### src/rtl/cpu_fetch_unit.sv
// cpu_fetch_unit
// Instruction fetch stage sitting directly after the branch logic. It owns the
// architectural fetch PC, issues one word request at a time to instruction
// memory, and holds one fetched instruction for decode behind a valid/ready
// handshake. A taken redirect (pc_src 01/10) restarts fetch at the selected
// target and discards any response still in flight for the old path.
//
// Optional feature: define CPU_FETCH_MISALIGN_EN to add the if_misalign output.
// A redirect to a target that is not word aligned then delivers a NOP tagged as
// misaligned instead of fetching, and fetch halts until the next redirect.
// Without the macro, the two low target bits are cleared before use.
//
// Ports:
//   clk, rst_n         clock (rising edge), asynchronous active-low reset
//   pc_src             00 PC+4, 01 pc_target, 10 alu_result, 11 treated as 00
//   pc_target          branch / JAL target
//   alu_result         JALR target
//   imem_req_*         request channel: valid/ready handshake, word address
//   imem_resp_*        response channel: one response per accepted request
//   if_valid/if_ready  handshake towards decode
//   if_instr, if_pc    buffered instruction and its address
//   if_pc_plus_4       if_pc + 4 (wraps modulo 2^XLEN)
//   if_misalign        only with CPU_FETCH_MISALIGN_EN
module cpu_fetch_unit #(
  parameter int              XLEN     = 32,
  parameter logic [XLEN-1:0] RESET_PC = '0
) (
  input  logic            clk,
  input  logic            rst_n,
  input  logic [1:0]      pc_src,
  input  logic [XLEN-1:0] pc_target,
  input  logic [XLEN-1:0] alu_result,
  output logic            imem_req_valid,
  input  logic            imem_req_ready,
  output logic [XLEN-1:0] imem_req_addr,
  input  logic            imem_resp_valid,
  input  logic [XLEN-1:0] imem_resp_data,
  output logic            if_valid,
  input  logic            if_ready,
  output logic [XLEN-1:0] if_instr,
  output logic [XLEN-1:0] if_pc,
  output logic [XLEN-1:0] if_pc_plus_4
`ifdef CPU_FETCH_MISALIGN_EN
  ,
  output logic            if_misalign
`endif
);

  typedef enum logic [1:0] {REQ, WAIT, STALE} state_t;

  localparam logic [XLEN-1:0] FOUR = XLEN'(4);
`ifdef CPU_FETCH_MISALIGN_EN
  localparam logic [XLEN-1:0] NOP  = XLEN'(32'h0000_0013);
`endif

  function automatic logic [XLEN-1:0] word_align(input logic [XLEN-1:0] a);
    return a & ~XLEN'(3);
  endfunction

  state_t          state, state_nxt;
  logic [XLEN-1:0] fetch_pc, fetch_pc_nxt;
  logic            buf_valid, buf_valid_nxt;
  logic [XLEN-1:0] instr_q, instr_nxt;
  logic [XLEN-1:0] pc_q, pc_nxt;
  logic            redirect;
  logic [XLEN-1:0] target;
  logic            req_fire;
  logic            dec_fire;
  logic            fetch_halted;
`ifdef CPU_FETCH_MISALIGN_EN
  logic            halted, halted_nxt;
  logic            misalign_q, misalign_nxt;
`endif

  always_comb begin
    redirect = (pc_src == 2'b01) || (pc_src == 2'b10);
    target   = (pc_src == 2'b10) ? alu_result : pc_target;
  end

`ifdef CPU_FETCH_MISALIGN_EN
  assign fetch_halted = halted;
  assign if_misalign  = misalign_q;
`else
  assign fetch_halted = 1'b0;
`endif

  // Request only when the buffer is free or being drained this cycle, so a
  // returning response always has somewhere to land. rst_n gating keeps the
  // request low while reset is held.
  assign imem_req_valid = rst_n && (state == REQ) && (!buf_valid || if_ready)
                          && !redirect && !fetch_halted;
  assign imem_req_addr  = fetch_pc;
  assign req_fire       = imem_req_valid && imem_req_ready;
  assign dec_fire       = buf_valid && if_ready;

  assign if_valid     = buf_valid;
  assign if_instr     = instr_q;
  assign if_pc        = pc_q;
  assign if_pc_plus_4 = pc_q + FOUR;

  always_comb begin
    state_nxt     = state;
    fetch_pc_nxt  = fetch_pc;
    buf_valid_nxt = buf_valid;
    instr_nxt     = instr_q;
    pc_nxt        = pc_q;
`ifdef CPU_FETCH_MISALIGN_EN
    halted_nxt    = halted;
    misalign_nxt  = misalign_q;
`endif

    if (dec_fire) buf_valid_nxt = 1'b0;

    case (state)
      REQ: begin
        if (req_fire) state_nxt = WAIT;
      end
      WAIT: begin
        // A response refills the buffer even if decode drains it this cycle.
        if (imem_resp_valid) begin
          state_nxt     = REQ;
          buf_valid_nxt = 1'b1;
          instr_nxt     = imem_resp_data;
          pc_nxt        = fetch_pc;
          fetch_pc_nxt  = fetch_pc + FOUR;
`ifdef CPU_FETCH_MISALIGN_EN
          misalign_nxt  = 1'b0;
`endif
        end
      end
      STALE: begin
        // Response of the abandoned path: swallow it and resume.
        if (imem_resp_valid) state_nxt = REQ;
      end
      default: state_nxt = REQ;
    endcase

    // Redirect overrides everything above. An outstanding request that has
    // not answered yet leaves us in STALE to absorb its response; one that
    // answers in the redirect cycle is simply dropped.
    if (redirect) begin
      buf_valid_nxt = 1'b0;
      instr_nxt     = instr_q;
      pc_nxt        = pc_q;
      state_nxt     = ((state == REQ) || imem_resp_valid) ? REQ : STALE;
`ifdef CPU_FETCH_MISALIGN_EN
      fetch_pc_nxt  = target;
      if (target[1:0] != 2'b00) begin
        buf_valid_nxt = 1'b1;
        instr_nxt     = NOP;
        pc_nxt        = target;
        misalign_nxt  = 1'b1;
        halted_nxt    = 1'b1;
      end else begin
        misalign_nxt  = 1'b0;
        halted_nxt    = 1'b0;
      end
`else
      fetch_pc_nxt  = word_align(target);
`endif
    end
  end

  always_ff @(posedge clk or negedge rst_n) begin
    if (!rst_n) begin
      state     <= REQ;
      fetch_pc  <= RESET_PC;
      buf_valid <= 1'b0;
      instr_q   <= '0;
      pc_q      <= '0;
`ifdef CPU_FETCH_MISALIGN_EN
      halted     <= 1'b0;
      misalign_q <= 1'b0;
`endif
    end else begin
      state     <= state_nxt;
      fetch_pc  <= fetch_pc_nxt;
      buf_valid <= buf_valid_nxt;
      instr_q   <= instr_nxt;
      pc_q      <= pc_nxt;
`ifdef CPU_FETCH_MISALIGN_EN
      halted     <= halted_nxt;
      misalign_q <= misalign_nxt;
`endif
    end
  end

endmodule

### config.mk
export PLATFORM = sky130hd
export DESIGN_NAME = cpu_fetch_unit
export DESIGN_NICKNAME = d
export VERILOG_FILES = /design/src/rtl/cpu_fetch_unit.sv
export SDC_FILE = /design/constraint.sdc
export NUM_CORES = 1
export LEC_CHECK = 0
export CAP_MARGIN = 0
export CORE_UTILIZATION = 45
export DETAILED_ROUTE_END_ITERATION = 10
export PLACE_DENSITY = 0.94
export RECOVER_POWER = 100
export SYNTH_ARGS = -nofsm -noshare
export SYNTH_HDL_FRONTEND = slang
export SYNTH_SLANG_ARGS = --single-unit
### constraint.sdc
create_clock -name clk -period 6.9 [get_ports clk]
set_input_delay 2.07 -clock clk [delete_from_list [all_inputs] [get_ports clk]]
set_output_delay 2.07 -clock clk [all_outputs]
set_load 0.01 [all_outputs]
==> flow_summary.json <==
{
  "synth.avg_cell_area_um2": 10.7,
  "numCtsBuffers": 9,
  "fp.dieH_um": 109,
  "num_vias": 4724,
  "switching_share_pct": 34.6,
  "pre_cts_slack_ns": 1.22,
  "wire_per_inst_um": 17.4,
  "max_slew_margin_pct": -52.0,
  "drt-total-wl_um": 14500,
  "grt_max_degree": 65,
  "synth-seq-area-share_pct": 46.5,
  "track_usage_pct": 24.9,
  "fin_worst_skew_ns": 0.00386,
  "violations": "max-capacitance violations, max-slew violations",
  "dp.cells": 817,
  "drc": 0,
  "cts_tree": "done",
  "clockBufferDepth": 2,
  "synthTopCellsByArea": "dfrtp_1 (46%), mux2_2 (13%), a211oi_1 (4.1%)",
  "critPathLaunchType": "primary input",
  "critPathKind": "in2out",
  "synthToLayoutAreaGrowth_pct": 50.4,
  "io_buffers": 222,
  "grt_pass1_vias": 4633,
  "hold_path.class": "reg2reg",
  "synth_top_area_cell": "dfrtp_1",
  "cts_root_buf": "clkbuf_16",
  "power_density_nw_per_um2": 346,
  "fin_ws_ns": 1.10,
  "p_switching_uw": 920,
  "ys_warn_count": 0,
  "diodes": 0,
  "dp_hpwl_um": 11000,
  "cp.arrival_ns": 3.73,
  "start_util_pct": 46.8,
  "clkTransAtPathRegs_ns": 0.06,
  "via_per_inst": 5.67,
  "ant_nets": 0,
  "ys_types": 39,
  "dieArea_um2": 11800,
  "p_int_uw": 1740,
  "insertion_delay_ns": 0.34,
  "hold_viol": 0,
  "synth-seq-cells": 95,
  "setup_viol": 0,
  "worst_pin_slew_ns": 2.28,
  "gr-total-overflow": 0,
  "stdcell_count": 833,
  "h-tree-depth": 3,
  "peakVddDrop_v": 0.000239,
  "ios": 233,
  "max_freq_mhz": 172,
  "cp_max_fo": 2,
  "fin_nets": 796,
  "drive_above_1_share_pct": 12.0,
  "ff2ff_setup_slack_ns": 4.09,
  "drt_iter0_markers": 293,
  "rows": 38,
  "core_um2": 10900,
  "synth_top_area_share_pct": 46.5,
  "tns_ns": 0,
  "fillCellCount": 783,
  "cp-end-kind": "primary output",
  "cts_resized": 0,
  "clkPwrFrac_pct": 18.4,
  "die_w_um": 109,
  "synth_area_um2": 5110,
  "cts-hold-fix-buffers": 0,
  "grt_pass1_wl_um": 22600,
  "maxSlewViolCount": 146,
  "finalCritPeriodShare_pct": 84.1,
  "status": "finished, violations left",
  "first_pass_iters": 5,
  "multi_input_area_um2": 2570,
  "seq_area_um2": 2380,
  "syn-instance-count": 477,
  "seqPwrFrac_pct": 37.7,
  "cts_sinks": 95,
  "postCtsSetupRepairBufs": 0,
  "grt_antenna_before_repair": 0,
  "power_leakage_uw": 0.00310,
  "rsz0062_at_grt": "false",
  "power.total_uw": 2660,
  "share_comb_of_total_power_pct": 43.8,
  "gp_congestion": 0.835,
  "cp.required_ns": 4.83,
  "period_minus_slack_ns": 5.80,
  "maxCapViolations": 3
}
## layer usage
metal / vias to the layer above / track usage (%) / routed length, um
li1: 2178 / - / -
met1: 2279 / 30.1 / 5700
met2: 232 / 42.5 / 7230
met3: 35 / 5.92 / 1170
met4: 0 / 10.5 / 353
met5: - / 0 / 0
## stage by stage
step	util (%)	instance area (um^2)	hold WS (ns)
CTS	70.6	7720	0.508
global placement	67.9	7430	0.481
detailed placement	67.9	7430	0.494
floorplan	-	5130	0.469
finish	70.4	7690	0.500
global route	70.4	7690	0.509
## logic make-up after synthesis
kind of cell	count (synthesis)	synth area share, %
DFF	95	46.5
AOI/OAI and AO/OA	81	10.7
xor gates and xnor gates	40	6.85
muxes	63	13.8
adders and majority gates	5	1.22
buffers and inverters	42	3.69
other	1	0.0733
and+or+nand+nor	150	17.2
## path summary, 6_finish.rpt
kind | from | end | depth (start not counted)
max | pc_src[0] | imem_req_valid | 6
min | if_instr[25] | if_instr[25] | 1
min in group asynchronous | rst_n | if_instr[6] | 2
max in group asynchronous | rst_n | if_pc[23] | 3
min reg2reg | if_instr[25] | if_instr[25] | 1
max reg2reg | state[1] | if_instr[4] | 4
## sequential cells by signal (all words and copies together), names as in the netlist
name / flops
imem_req_addr: 30
state: 2
if_pc: 30
if_instr: 32
if_valid: 1
## critical path, stage by stage
cell,delay [ns]
dlygate4sd3_1,0.53
inv_1,0.05
ha_1,0.31
nand2_1,0.07
nor2_1,0.09
dlygate4sd3_1,0.61
## area by class of cell
type	instances	share of cell area, %
clock inverter	7	0.927
timing repair buffer	226	29.1
tap	140	2.28
clock buffer	9	2.93
multi-input combinational	345	33.4
inverter	11	0.537
sequential	95	30.9
## power by group through the flow
stage / logic, uW / registers, uW / clock network, uW
2_1_floorplan: 433 / 1070 / 0
3_3_place_gp: 1260 / 1000 / 0
3_5_place_dp: 1300 / 1020 / 0
4_1_cts: 1300 / 1010 / 501
5_1_grt: 1260 / 1040 / 522
6_report: 1170 / 1000 / 490
## layout by cell type, fill, tap and decap left out, drive strengths merged, types with 6 or more instances in the layout
cell type	count
o31ai	16
nor3	11
xnor2	16
nand2	25
clkbuf	13
clkdlybuf4s50	95
a21oi	12
and4	11
mux2	60
dfrtp	95
nor2b	28
nand4	16
nand3	20
nor2	8
or4	17
a31oi	16
dlygate4sd3	126
a211oi	28
conb	6
inv	12
xor2	24
## cells in the mapped netlist, drive strengths merged
| cell type | instances |
|---|---|
| nand2 | 25 |
| or2 | 2 |
| nor2b | 28 |
| or3 | 2 |
| xor2 | 24 |
| and3 | 4 |
| nor3 | 11 |
| mux2i | 3 |
| o21ai | 5 |
| nand2b | 1 |
| nand3b | 1 |
| a31oi | 16 |
| o21ba | 1 |
| o31ai | 16 |
| buf | 8 |
| nand3 | 20 |
| or4 | 17 |
| inv | 11 |
| a21boi | 2 |
| ha | 5 |
| xnor2 | 16 |
| a211oi | 28 |
| nand4b | 1 |
| nor2 | 8 |
| conb | 1 |
| clkbuf | 23 |
| nand4 | 16 |
| mux2 | 60 |
| dfrtp | 95 |
| and2 | 1 |
| o22ai | 1 |
| a21oi | 12 |
| nor4 | 2 |
| and4 | 11 |
Power figures use the tool's default switching activity.
